### src/rtl/i2s_clk_sched.sv
`default_nettype none
// ============================================================================
//  Module   : i2s_clk_sched
//  Purpose  : I2S BCLK/LRCLK generator with frame-aligned divider changes and
//             frame-aligned start/stop, plus bit/frame strobes for the shifter.
//  Revision : 1.0 - initial release
// ============================================================================
module i2s_clk_sched #(
    parameter int          WORD_BITS = 16,
    parameter logic [7:0]  DIV_RESET = 8'd8
) (
    input  logic                             clk,
    input  logic                             rst_n,
    input  logic                             en,
    input  logic [7:0]                       div_in,
    input  logic                             div_req,
    output logic                             div_ack,
    output logic                             div_busy,
    output logic                             bclk,
    output logic                             lrclk,
    output logic                             bit_stb,
    output logic                             frame_stb,
    output logic [$clog2(2*WORD_BITS)-1:0]   bit_idx,
    output logic                             running
);

    localparam int             IW      = $clog2(2*WORD_BITS);
    localparam logic [IW-1:0]  C_LAST  = IW'(2*WORD_BITS-1);
    localparam logic [0:0]     S_IDLE  = 1'b0;
    localparam logic [0:0]     S_RUN   = 1'b1;

    logic [0:0]     state_q, state_d;
    logic [7:0]     act_div_q, act_div_d;
    logic [7:0]     pend_div_q, pend_div_d;
    logic           busy_q, busy_d;
    logic           ack_q, ack_d;
    logic [6:0]     hc_q, hc_d;
    logic           bclk_q, bclk_d;
    logic           lrclk_q, lrclk_d;
    logic           bit_stb_q, bit_stb_d;
    logic           frame_stb_q, frame_stb_d;
    logic [IW-1:0]  bit_idx_q, bit_idx_d;
    logic           running_q, running_d;

    logic           w_half_end;
    logic           w_fall;
    logic           w_last;
    logic           w_boundary;
    logic           w_xfer;
    logic           w_cap;

    // H-1 equals D>>1, so the half-period ends when hc reaches act_div[7:1]
    assign w_half_end = (hc_q == act_div_q[7:1]);
    assign w_fall     = (state_q == S_RUN) && w_half_end && bclk_q;
    assign w_last     = (bit_idx_q == C_LAST);
    assign w_boundary = w_fall && w_last;
    assign w_xfer     = busy_q && ((state_q == S_IDLE) || w_boundary);
    assign w_cap      = div_req && !busy_q;

    always_ff @(posedge clk) begin
        if (!rst_n) begin
            state_q     <= S_IDLE;
            act_div_q   <= DIV_RESET;
            pend_div_q  <= 8'd0;
            busy_q      <= 1'b0;
            ack_q       <= 1'b0;
            hc_q        <= 7'd0;
            bclk_q      <= 1'b0;
            lrclk_q     <= 1'b0;
            bit_stb_q   <= 1'b0;
            frame_stb_q <= 1'b0;
            bit_idx_q   <= '0;
            running_q   <= 1'b0;
        end else begin
            state_q     <= state_d;
            act_div_q   <= act_div_d;
            pend_div_q  <= pend_div_d;
            busy_q      <= busy_d;
            ack_q       <= ack_d;
            hc_q        <= hc_d;
            bclk_q      <= bclk_d;
            lrclk_q     <= lrclk_d;
            bit_stb_q   <= bit_stb_d;
            frame_stb_q <= frame_stb_d;
            bit_idx_q   <= bit_idx_d;
            running_q   <= running_d;
        end
    end

    always_comb begin
        state_d = state_q;
        case (state_q)
            S_IDLE:  if (en) state_d = S_RUN;
            S_RUN:   if (w_boundary && !en) state_d = S_IDLE;
            default: state_d = S_IDLE;
        endcase
    end

    always_comb begin
        hc_d        = 7'd0;
        bclk_d      = 1'b0;
        bit_idx_d   = '0;
        bit_stb_d   = 1'b0;
        frame_stb_d = 1'b0;
        running_d   = 1'b0;
        case (state_q)
            S_IDLE: begin
                if (en) begin
                    running_d   = 1'b1;
                    bit_stb_d   = 1'b1;
                    frame_stb_d = 1'b1;
                end
            end
            S_RUN: begin
                running_d = 1'b1;
                hc_d      = w_half_end ? 7'd0 : hc_q + 7'd1;
                bclk_d    = w_half_end ? ~bclk_q : bclk_q;
                bit_idx_d = bit_idx_q;
                if (w_fall) begin
                    bit_stb_d = 1'b1;
                    if (!w_last) begin
                        bit_idx_d = bit_idx_q + IW'(1);
                    end else begin
                        bit_idx_d = '0;
                        if (en) begin
                            frame_stb_d = 1'b1;
                        end else begin
                            // stop lands where the next frame would have begun
                            bit_stb_d = 1'b0;
                            running_d = 1'b0;
                        end
                    end
                end
            end
            default: ;
        endcase
        lrclk_d = bit_idx_d[IW-1];

        // a pending request is applied before a same-cycle new one can be taken
        act_div_d  = w_xfer ? pend_div_q : act_div_q;
        pend_div_d = w_cap  ? div_in     : pend_div_q;
        busy_d     = w_cap | (busy_q & ~w_xfer);
        ack_d      = w_xfer;
    end

    assign div_ack   = ack_q;
    assign div_busy  = busy_q;
    assign bclk      = bclk_q;
    assign lrclk     = lrclk_q;
    assign bit_stb   = bit_stb_q;
    assign frame_stb = frame_stb_q;
    assign bit_idx   = bit_idx_q;
    assign running   = running_q;

endmodule
`default_nettype wire

### config.mk
export PLATFORM = sky130hd
export DESIGN_NAME = i2s_clk_sched
export DESIGN_NICKNAME = d
export VERILOG_FILES = /design/src/rtl/i2s_clk_sched.sv
export SDC_FILE = /design/constraint.sdc
export NUM_CORES = 1
export LEC_CHECK = 0
export BUFFER_PORTS_ARGS = -buffer_cell sky130_fd_sc_hd__buf_2
export CORE_AREA = 2 2 68 77
export DETAILED_ROUTE_END_ITERATION = 16
export DIE_AREA = 0 0 70 79
export PLACE_DENSITY_LB_ADDON = 0.1
export RECOVER_POWER = 100
export SYNTH_ARGS = -nofsm -noshare
export SYNTH_HDL_FRONTEND = slang
export SYNTH_SLANG_ARGS = --single-unit
### constraint.sdc
create_clock -name clk -period 2.5 [get_ports clk]
set_input_delay 0.25 -clock clk [delete_from_list [all_inputs] [get_ports clk]]
set_output_delay 0.25 -clock clk [all_outputs]
set_load 0.05 [all_outputs]
# --- Yosys cells after proc, flatten, opt, wreduce, memory -nomap -nowiden ---
# Cells that the tools add are included.
word_totals:
  register_bits: 35
  latch_bits: 0
  ram_bits: 0
  mem_bits_ro: 0
  input_bits: 12
  output_inout_bits: 12
  word_cells: 45
  memories: 0
op_classes:
  addsub: 2
  mul: 0
  n_div: 0
  n_lt_le_gt_ge: 0
  eq_ne: 2
  n_shift: 0
  mux: 12
  bitwise: 6
  reduce_logical: 11
ops:
  columns: ["operator", "count"]
  rows:
  - ["case mux 1 bit (2 select lines)", 4]
  - ["adder 7 x 1 -> 7 bit, second input constant", 1]
  - ["equality test 7 bit", 1]
  - ["2-to-1 mux 1 bit", 7]
  - ["logical AND 1 bit", 6]
  - ["adder 5 x 1 -> 5 bit, second input constant", 1]
  - ["equality test 5 bit, second input constant", 1]
  - ["2-to-1 mux 5 bit", 1]
  - ["NOT 1 bit", 4]
  - ["OR reduction 3 bit", 1]
  - ["logical NOT 1 bit", 2]
  - ["AND reduction 2 bit", 1]
  - ["bitwise AND 1 bit", 1]
  - ["logical OR 1 bit", 1]
  - ["OR 1 bit", 1]

# --- Logic depth before layout (Yosys ltp) ---
# Gate-level depths: netlist of the first run.
depth:
  ltp_word: 9
  mapped_depth: 8

# --- Worst setup path before layout of the first run ---
# Ideal clock, no wire load.
synth_timing:
  kind: "reg2reg"
  startpoint: "register bit_idx_q[0] (netlist: bit_idx[0])"
  endpoint: "register act_div_q[3]"
  setup_ns: 0.115
  t_arrival_ns: 2.334
  required_ns: 2.385
  setup_slack_ns: 0.050
  stages_incl_launch_ff: 8
  n_path_buf: 0
  period_less_slack_ns: 2.450
  path_cell_list: "dfxtp_1 ha_1 and3_1 ha_1 nand2_1 nor4_1 nand4_1 and3_1"
synth_via:
  elab_chain_len: 4
synth_lines:
  columns: ["item", "line", "rtl"]
  rows:
  - ["start: declaration", "42", "logic [IW-1:0] bit_idx_q, bit_idx_d;"]
  - ["start signal: assignment", "85", "bit_idx_q <= bit_idx_d;"]
  - ["equality test 5 bit", "55", "assign w_last = (bit_idx_q == C_LAST);"]
  - ["logical AND 1 bit", "56", "assign w_boundary = w_fall && w_last;"]
  - ["logical OR 1 bit", "57", "assign w_xfer = busy_q && ((state_q == S_IDLE) || w_boundary);"]
  - ["logical AND 1 bit", "57", null]
  - ["end signal: assignment", "76", "act_div_q <= act_div_d;"]
  - ["end: declaration", "33", "logic [7:0] act_div_q, act_div_d;"]
# Every way passes these cells.
# A chain may end at the register's enable or synchronous reset.

# --- Worst setup path in the final report of the first run ---
layout_timing:
  startpoint: "register bit_idx_q[0] (netlist: bit_idx[0])"
  endpoint: "register running_q (netlist: running)"
layout_via:
  elab_chain_len: 4
layout_lines:
  columns: ["item", "line", "rtl"]
  rows:
  - ["equality test 5 bit", "55", null]
  - ["2-to-1 mux 1 bit", "121", "if (!w_last) begin"]
  - ["2-to-1 mux 1 bit", "119", "if (w_fall) begin"]
  - ["case mux 1 bit (2 select lines)", "106", "case (state_q)"]
  - ["end signal: assignment", "86", "running_q <= running_d;"]
  - ["end: declaration", "43", "logic running_q, running_d;"]
# Every way passes these cells.

==> metrics list, run 1 <==
- Share of synthesized cell area in and, or, nand and nor gates: 0.2759
* Critical path startpoint category: register
- Final Hold Vio Count: 0
- Detailed placement ended at an HPWL of 2415 um.
- The flow ran to the end, and the final reports show no timing, DRC or antenna violations.
- Of the cells placed in the final design, the portion with a size suffix greater than 1 is 0.1014.
* # clock sinks: 33
* Crit. End Element: register
- Die Span X: 70 um
* Number of buffers added by the clock tree synthesis step: 5
* Overflow left after global routing: 0
* Chain of cells forming the critical path: ha_1, and3_1, ha_1, nand2_1, or4_1, o21ai_1, a21boi_0
- Largest stage delay, worst path: 0.58 ns
- Via count of the first global-routing pass: 1,305
- In the finished design, the share of the clock period the worst path needs comes to 0.8763.
- The worst hold path was traced through 3 stages.
- Delay-heaviest family, CP: simple AND/OR/NAND/NOR gates
- OpenSTA, run right after detailed placement, puts the worst setup slack at 0.3362 ns.
- The worst register-to-register path begins at bit_idx[0]$_SDFFE_PN0P_.
- By startpoint and endpoint, the worst setup path is classified as register to register.
- Maximum VDD drop: 0.0002416 V
* Adder and majority gate portion of the synthesized area: 0.02338
- Of all nets on the critical path, the largest fanout is 8.
* Number of buffers and inverters on the critical path: 0
- Final net count: 221
* Initial Utilization: 0.3346
- Number of buffers on the longest clock path: 2
- Worst hold slack across all endpoints: 0.2139 ns
* Depth of the most critical reg-to-reg path: 7
- GPL Wtd Cong: 0.7553
- In this run the post-CTS setup repair buffer count came out at 0.
- After routing the design area is 1832 sq um.
* Clock transition at the register clock pins on the worst setup and hold paths after CTS: 0.07 ns
- Post-route DRC violation count: 0
- In this run the standard cell core region covers 4797 sq um.
- The final route contains 1,380 vias.
- Post-DR vias/cell: 5.208
- The initial antenna violation count is 0.
- Setup violations remaining at the end of the flow were counted as 0.
* Post-route clock skew: 0.003840 ns
- Slew Viols, Final: 0
* Logic depth of the worst setup path including buffers: 7
* Vertical extent of the die: 79 um
- Unique masters post-synth: 36
- The path class of the tightest hold or removal check is input port to register.
* Minimum setup slack in the final design: 0.3093 ns
- Post-Syn Nets: 203
* Area fraction in compound gates after synthesis: 0.1785
- Syn Inst Count: 188
- The final layout contains routed wiring with a total length of 3412 um.
- The synthesized design contains 0 enable-type register cells.
- Number of design-rule violations left by the first detailed-router iteration: 62
* Clock latency on the worst-skew pair: 0.28 ns
- Growth of design area from synthesis to finish: 14.11%
- GRT Total Usage: 0.1362
* Sequential area share after synthesis: 0.4115
* Top Ports: 24
- Hold repair after CTS inserted 0 buffers.
- MaxCap Viol Count: 0
* CP dominant cell by count: ha_1
- Arr. time, crit path: 2.35 ns
- Setup repair after global routing left no endpoint under its margin.
- Of the total synthesized cell area, the portion taken by XOR and XNOR cells is 0.06547.
- Static power due to leakage: 0.7427 nW
* Number of synthesized register bits: 33
- Post-Syn Area: 1605 sq um
* CP Data Required Time: 2.66 ns
- In the final routed layout, each cell accounts on average for 12.88 um.
- By area, the combinational part of the netlist is dominated by simple AND/OR/NAND/NOR gates.
* Site row count: 27
- Max Clk Rate: 456.5 MHz
- Post-CTS repair changed the size of 0 cells.
* Ant. Diodes: 0
- Hold_sp: div_in[5]
- The clock tree synthesis step divided the H-tree into 2 levels.
- Largest net degree at the start of global routing: 38
* Commonest cells after routing, fill and taps aside: dfxtp_1, nand2_1, nand3_1, clkbuf_1, and3_1
* Time the worst path needs with I/O delays and setup: 2.191 ns
* Leading register cell type out of synthesis: dfxtp_1
- The library cell used most frequently in the layout, excluding fill and tap cells, is dfxtp_1.
- The path with the worst hold slack has its endpoint at pend_div_q[5]$_SDFFE_PN0P_.
- Number of antenna-violating nets in the routed design: 0
* Summed negative setup slack over all endpoints: 0 ns
- First-pass GRT wire length: 6044 um
- During placement, the flow inserted port buffers numbering 22.
* CTS tree: built
- Of the post-synthesis cell area, the part taken by muxes is 0.
- The average instance in the mapped netlist occupies 8.539 sq um.
- Placed Area: 1753 sq um
- Die area: 5530 sq um
* Proportion of register bits with asynchronous set or reset after synthesis: 0
- Before antenna repair, the detailed router went through 4 iterations.
- At the pin with the least slew margin, the transition time is 0.7703 ns.
* Setup slack of the worst register-to-register path: 0.31 ns
- In this run the power density over the cells is 610.8 nW/um^2.
* End of the worst register-to-register path: running$_SDFF_PN0_
* Clock tree root driver cell: clkbuf_8
- Worst slew margin: 0.4811
- The largest individual stage delay along the critical path comes from the cell or4_1.
- The Yosys step of the flow raised 0 warnings.
[worst reg2reg max path, cell delays in order (launching register included)]
cell	delay, ns
dfxtp_1	0.41
ha_1	0.22
and3_1	0.18
ha_1	0.17
nand2_1	0.07
or4_1	0.58
o21ai_1	0.32
a21boi_0	0.13
[synth_stat cells (2+ instances only)]
library cell  instances  area, sq um
dfxtp_1              33        660.6
nand2_1              18        67.56
nand3_1              14        70.07
and3_1               11        68.82
clkbuf_1             10        37.54
nor2_1               10        37.54
a21boi_0              9        67.56
a31oi_1               7        43.79
o2111ai_1             7        61.31
xnor2_1               7        61.31
and3b_1               6        52.55
o21ai_0               6        30.03
a21oi_1               5        25.02
nor2b_1               5        31.28
xor2_1                5        43.79
inv_1                 4        15.01
nand4_1               4        25.02
ha_1                  3        37.54
or4_1                 3        22.52
buf_1                 2        7.510
nand2b_1              2        12.51
o21ai_1               2        10.01
or3_1                 2        12.51
[per-stage QoR]
step           power (mW)  std cells    util
5_1_grt             1.175        265  0.3818
6_report            1.119        265  0.3818
4_1_cts             1.141        265  0.3865
2_1_floorplan      0.6617        188       -
3_5_place_dp       0.6937        257  0.3654
3_3_place_gp       0.6903        257  0.3654
[per-layer routing]
layer	vias to the layer above	track usage	wire [um]
li1	715	-	-
met1	624	0.1742	1673
met2	37	0.2105	1511
met3	4	0.04822	196
met4	0	0.05192	31
met5	-	0	0
[final cells by class]
type                       instances  area [sq um]
clock buffer                       7         96.34
multi-input combinational        137         864.6
timing repair buffer              25         117.6
fill                             516          2965
inverter                           4         15.01
clock inverter                     1         5.005
sequential                        33         660.6
tap                               58         72.57
[power by group]
part | internal (mW) | leakage, nW | switching, mW | total (mW)
sequential | 0.545 | 0.269 | 0.0220 | 0.567
clock | 0.249 | 0.0542 | 0.191 | 0.440
combinational | 0.0371 | 0.419 | 0.0748 | 0.112
total | 0.831 | 0.743 | 0.288 | 1.12
[flip-flops by register name (all words and copies together), names as in the netlist, 4 cells and up]
register and cells:
act_div_q 7, hc_q 7, pend_div_q 7, bit_idx 4
[logic make-up (layout without fill, tap and decap cells)]
| kind of cell | Yosys count | count (layout) |
|---|---|---|
| simple gates | 81 | 81 |
| compound gates | 41 | 41 |
| flops | 33 | 33 |
| buf+inv | 18 | 37 |
| xor+xnor | 12 | 12 |
| fa+ha+maj | 3 | 3 |
[how the worst max path moves through the flow]
stage / end / startpoint
2_1_floorplan: act_div_q[3]$_SDFFE_PN1P_ / bit_idx[0]$_SDFFE_PN0P_
3_3_place_gp: div_busy$_SDFF_PN0_ / bit_idx[0]$_SDFFE_PN0P_
3_5_place_dp: running$_SDFF_PN0_ / bit_idx[0]$_SDFFE_PN0P_
4_1_cts: running$_SDFF_PN0_ / bit_idx[0]$_SDFFE_PN0P_
5_1_grt: state_q$_SDFF_PN0_ / bit_idx[0]$_SDFFE_PN0P_
6_report: running$_SDFF_PN0_ / bit_idx[0]$_SDFFE_PN0P_
No activity file was read; power rests on OpenSTA's default activity.
==> run 2, diff against run 1 <==
--- a/config.mk
+++ b/config.mk
@@ -10,5 +10,5 @@
 export DETAILED_ROUTE_END_ITERATION = 16
 export DIE_AREA = 0 0 70 79
-export PLACE_DENSITY_LB_ADDON = 0.1
+export PLACE_DENSITY = 0.51
 export RECOVER_POWER = 100
 export SYNTH_ARGS = -nofsm -noshare
==> constraint.sdc (replaced) <==
create_clock -name clk -period 2.5 [get_ports clk]
set_input_delay 0.5 -clock clk [delete_from_list [all_inputs] [get_ports clk]]
set_output_delay 0.5 -clock clk [all_outputs]
set_load 0.005 [all_outputs]
==> run 2 against run 1 <==
Compared with the run above:
- combinational power is 13% lower
- routed wire length down 2.2%
- clock power shrank 12%
- die area unchanged
==> metrics list, run 2 (synthesis gave the netlist of run 1 again) <==
- The number of buffers created by CTS was 5 (unchanged).
- The area of the multi-input gates came to 872.1 sq um (was 864.6 sq um).
* Post-route clock skew: 0.002620 ns (was 0.003840 ns)
* Site row count: 27 (unchanged)
- The maximum level of the CTS H-tree is 2 (unchanged).
- Largest stage delay, worst path: 0.57 ns (was 0.58 ns)
* GPL Wtd Cong: 0.7289 (was 0.7553)
* Time the worst path needs with I/O delays and setup: 2.193 ns (was 2.191 ns)
- The largest driver fanout on the critical path is 8 (unchanged).
- The die height is 79 um (unchanged).
- Growth of design area from synthesis to finish: 15.35% (was 14.11%)
- The clock latency of the later-clocked register in the worst-skew pair is 0.28 ns (about the same).
* Worst min-delay path category: input port to register (unchanged)
- The global-route wire length before repair was 5623 um (was 6044 um).
- CTS-repair resized insts: 0 (unchanged)
* Die Span X: 70 um (unchanged)
- The overall overflow remaining after global route was 0 (unchanged).
- The residual DRC count was 0 (unchanged).
- GRT Total Usage: 0.1267 (was 0.1362)
- Worst setup path category: register to register (unchanged)
- Cells after DPL: 260 (was 257)
- Delay-heaviest family, CP: simple AND/OR/NAND/NOR gates (unchanged)
* Number of buffers on the longest clock path: 2 (unchanged)
* Number of antenna violations at the first check in global routing: 0 (unchanged)
- Setup repair bufs after CTS: 0 (unchanged)
- The critical path capture point type is a register (unchanged).
* Net switching power of the design: 273.4 uW (was 287.7 uW)
- Chain of cells forming the critical path: ha_1, and3_1, ha_1, nand2_1, or4_1, o21ai_1, a21boi_0 (unchanged).
- The die area was 5530 sq um (unchanged).
- The number of buffers inserted by port buffering is 22 (unchanged).
- Ant. Diodes: 0 (unchanged)
- The area of the core region is 4797 sq um (unchanged).
- Slew Viols, Final: 0 (unchanged)
- Outcome: finished clean (unchanged)
- CP dominant cell by count: ha_1 (unchanged)
* Wirelength per Cell: 12.46 um (was 12.88 um)
- Worst slew margin: 0.5690 (was 0.4811)
- Ratio of cells with drive above 1 in the final layout: 0.1571 (was 0.1014)
- The starting DRC count in detailed routing is 77 (was 62).
- Commonest cells after routing, fill and taps aside: dfxtp_1, buf_2, nand2_1, nand3_1, and3_1 (was dfxtp_1, nand2_1, nand3_1, clkbuf_1, and3_1).
* Filler Cells Inserted: 527 (was 516)
- Clock group share of total power: 0.369 (was 0.393)
* Minimum setup slack in the final design: 0.3067 ns (was 0.3093 ns)
* Worst slew pin tran: 0.6457 ns (was 0.7703 ns)
* Seq pwr share: 0.539 (was 0.507)
* Proportion of power drawn by combinational gates: 0.092 (was 0.100)
- The total half-perimeter wirelength after legalization and detailed placement is 2349 um (was 2415 um).
* Non-Filler Instances: 268 (was 265)
- The sequential standard cell area came to 660.6 sq um (unchanged).
* Top Ports: 24 (unchanged)
- Summed negative setup slack over all endpoints: 0 ns (unchanged)
* Internal Power: 779.0 uW (was 831.1 uW)
* MaxCap Viol Count: 0 (unchanged)
- Pwr dens: 568.3 nW/um^2 (was 610.8 nW/um^2)
- The maximum operating frequency was 455.9 MHz (was 456.5 MHz).
* Number of buffers inserted by hold repair at cts: 0 (unchanged)
- Final period util: 0.8773 (was 0.8763)
* Initial Utilization: 0.3346 (unchanged)
- # clock sinks: 33 (unchanged)
- The net switching fraction of the power is 0.2598 (was 0.2571).
- CP Data Required Time: 2.66 ns (about the same)
* Final Setup Violations: 0 (unchanged)
* Master of the slowest instance on the critical path: or4_1 (unchanged)
- The number of detailed-routing iterations run before antenna repair was 4 (unchanged).
- The TritonCTS clock tree is built (unchanged).
* WL final: 3338 um (was 3412 um)
* Via count: 1,390 (was 1,380)
- Commonest non-fill, non-tap cell in the layout: dfxtp_1 (unchanged)
- Worst slack at placement: 0.3107 ns (was 0.3362 ns)
* Clock transition at the register clock pins on the worst setup and hold paths after CTS: 0.07 ns (about the same)
- The buffer and inverter count on the worst path came to 0 (unchanged).
- The nature of the critical path startpoint was a register (unchanged).
- Unrepaired setup endpoints after global routing: false (unchanged)
- Clock tree root driver cell: clkbuf_8 (unchanged)
- The number of vias per cell after detailed routing came to 5.187 (was 5.208).
- The remaining antenna violation count after routing came to 0 (unchanged).
* Arr. time, crit path: 2.35 ns (about the same)
* Static power due to leakage: 0.7909 nW (was 0.7427 nW)
- Maximum VDD drop: 0.0002540 V (was 0.0002416 V)
- Largest regs: act_div_q: 7 flops, hc_q: 7 flops, pend_div_q: 7 flops (unchanged)
- Via count of the first global-routing pass: 1,195 (was 1,305)
- The number of hold violations in the final report was 0 (unchanged).
- Final net count: 224 (was 221)
* Largest net degree at the start of global routing: 28 (was 38)
-- run 2: cell types whose count changed in the layout (fill, tap and decap cells not counted) --
cell,previous run,this run
clkbuf_1,12,4
buf_4,3,5
clkbuf_8,7,5
buf_2,10,20
clkinv_2,1,2
o41ai_2,0,1
o41ai_1,1,0
-- run 2: power by group through the flow --
stage               combinational [mW]  sequential, mW  clock, mW
detailed placement               0.100           0.580          0
CTS                              0.101           0.568      0.405
global placement                 0.100           0.579          0
finish                          0.0971           0.567      0.388
global route                     0.111           0.571      0.426
floorplan                       0.0741           0.569          0
-- run 2: cell type report --
| type | instances | share of cell area |
|---|---|---|
| Inverter | 4 | 0.008108 |
| Clock buffer | 6 | 0.03919 |
| Sequential cell | 33 | 0.3568 |
| Timing Repair Buffer | 28 | 0.08041 |
| Tap cell | 58 | 0.03919 |
| Multi-Input combinational cell | 137 | 0.4709 |
| Clock inverter | 2 | 0.005405 |
-- run 2: metrics by stage --
stage               hold WS [ns]  area (sq um)  utilization  power, mW
floorplan                 0.4357          1605            -     0.6428
global placement          0.4525          1775       0.3701     0.6791
detailed placement        0.4591          1775       0.3701     0.6801
CTS                       0.4515          1858       0.3873      1.074
global route              0.4636          1852       0.3860      1.108
finish                    0.4576          1852       0.3860      1.052
-- run 2: path summary, 6_finish.rpt --
kind / start / endpoint / slack (ns) / cells after the start
worst min-delay path: div_in[1] / pend_div_q[1]$_SDFFE_PN0P_ / 0.46 / 3
worst max-delay path: bit_idx[0]$_SDFFE_PN0P_ / running$_SDFF_PN0_ / 0.31 / 7
worst max register to register: bit_idx[0]$_SDFFE_PN0P_ / running$_SDFF_PN0_ / 0.31 / 7
worst min register to register: pend_div_q[3]$_SDFFE_PN0P_ / pend_div_q[3]$_SDFFE_PN0P_ / 0.46 / 2
-- run 2: layer usage --
metal,GRT usage,share of wire,vias to the layer above
met5,0,0,-
met4,0.06346,0.019,0
met3,0.03173,0.036,5
met2,0.1914,0.45,18
met1,0.1676,0.50,644
li1,-,-,723
-- run 2: worst register-to-register path, cell delays in order (launching register included) --
cell	delay (ns)
dfxtp_1	0.40
ha_1	0.22
and3_1	0.17
ha_1	0.16
nand2_1	0.07
or4_1	0.57
o21ai_1	0.34
a21boi_0	0.14
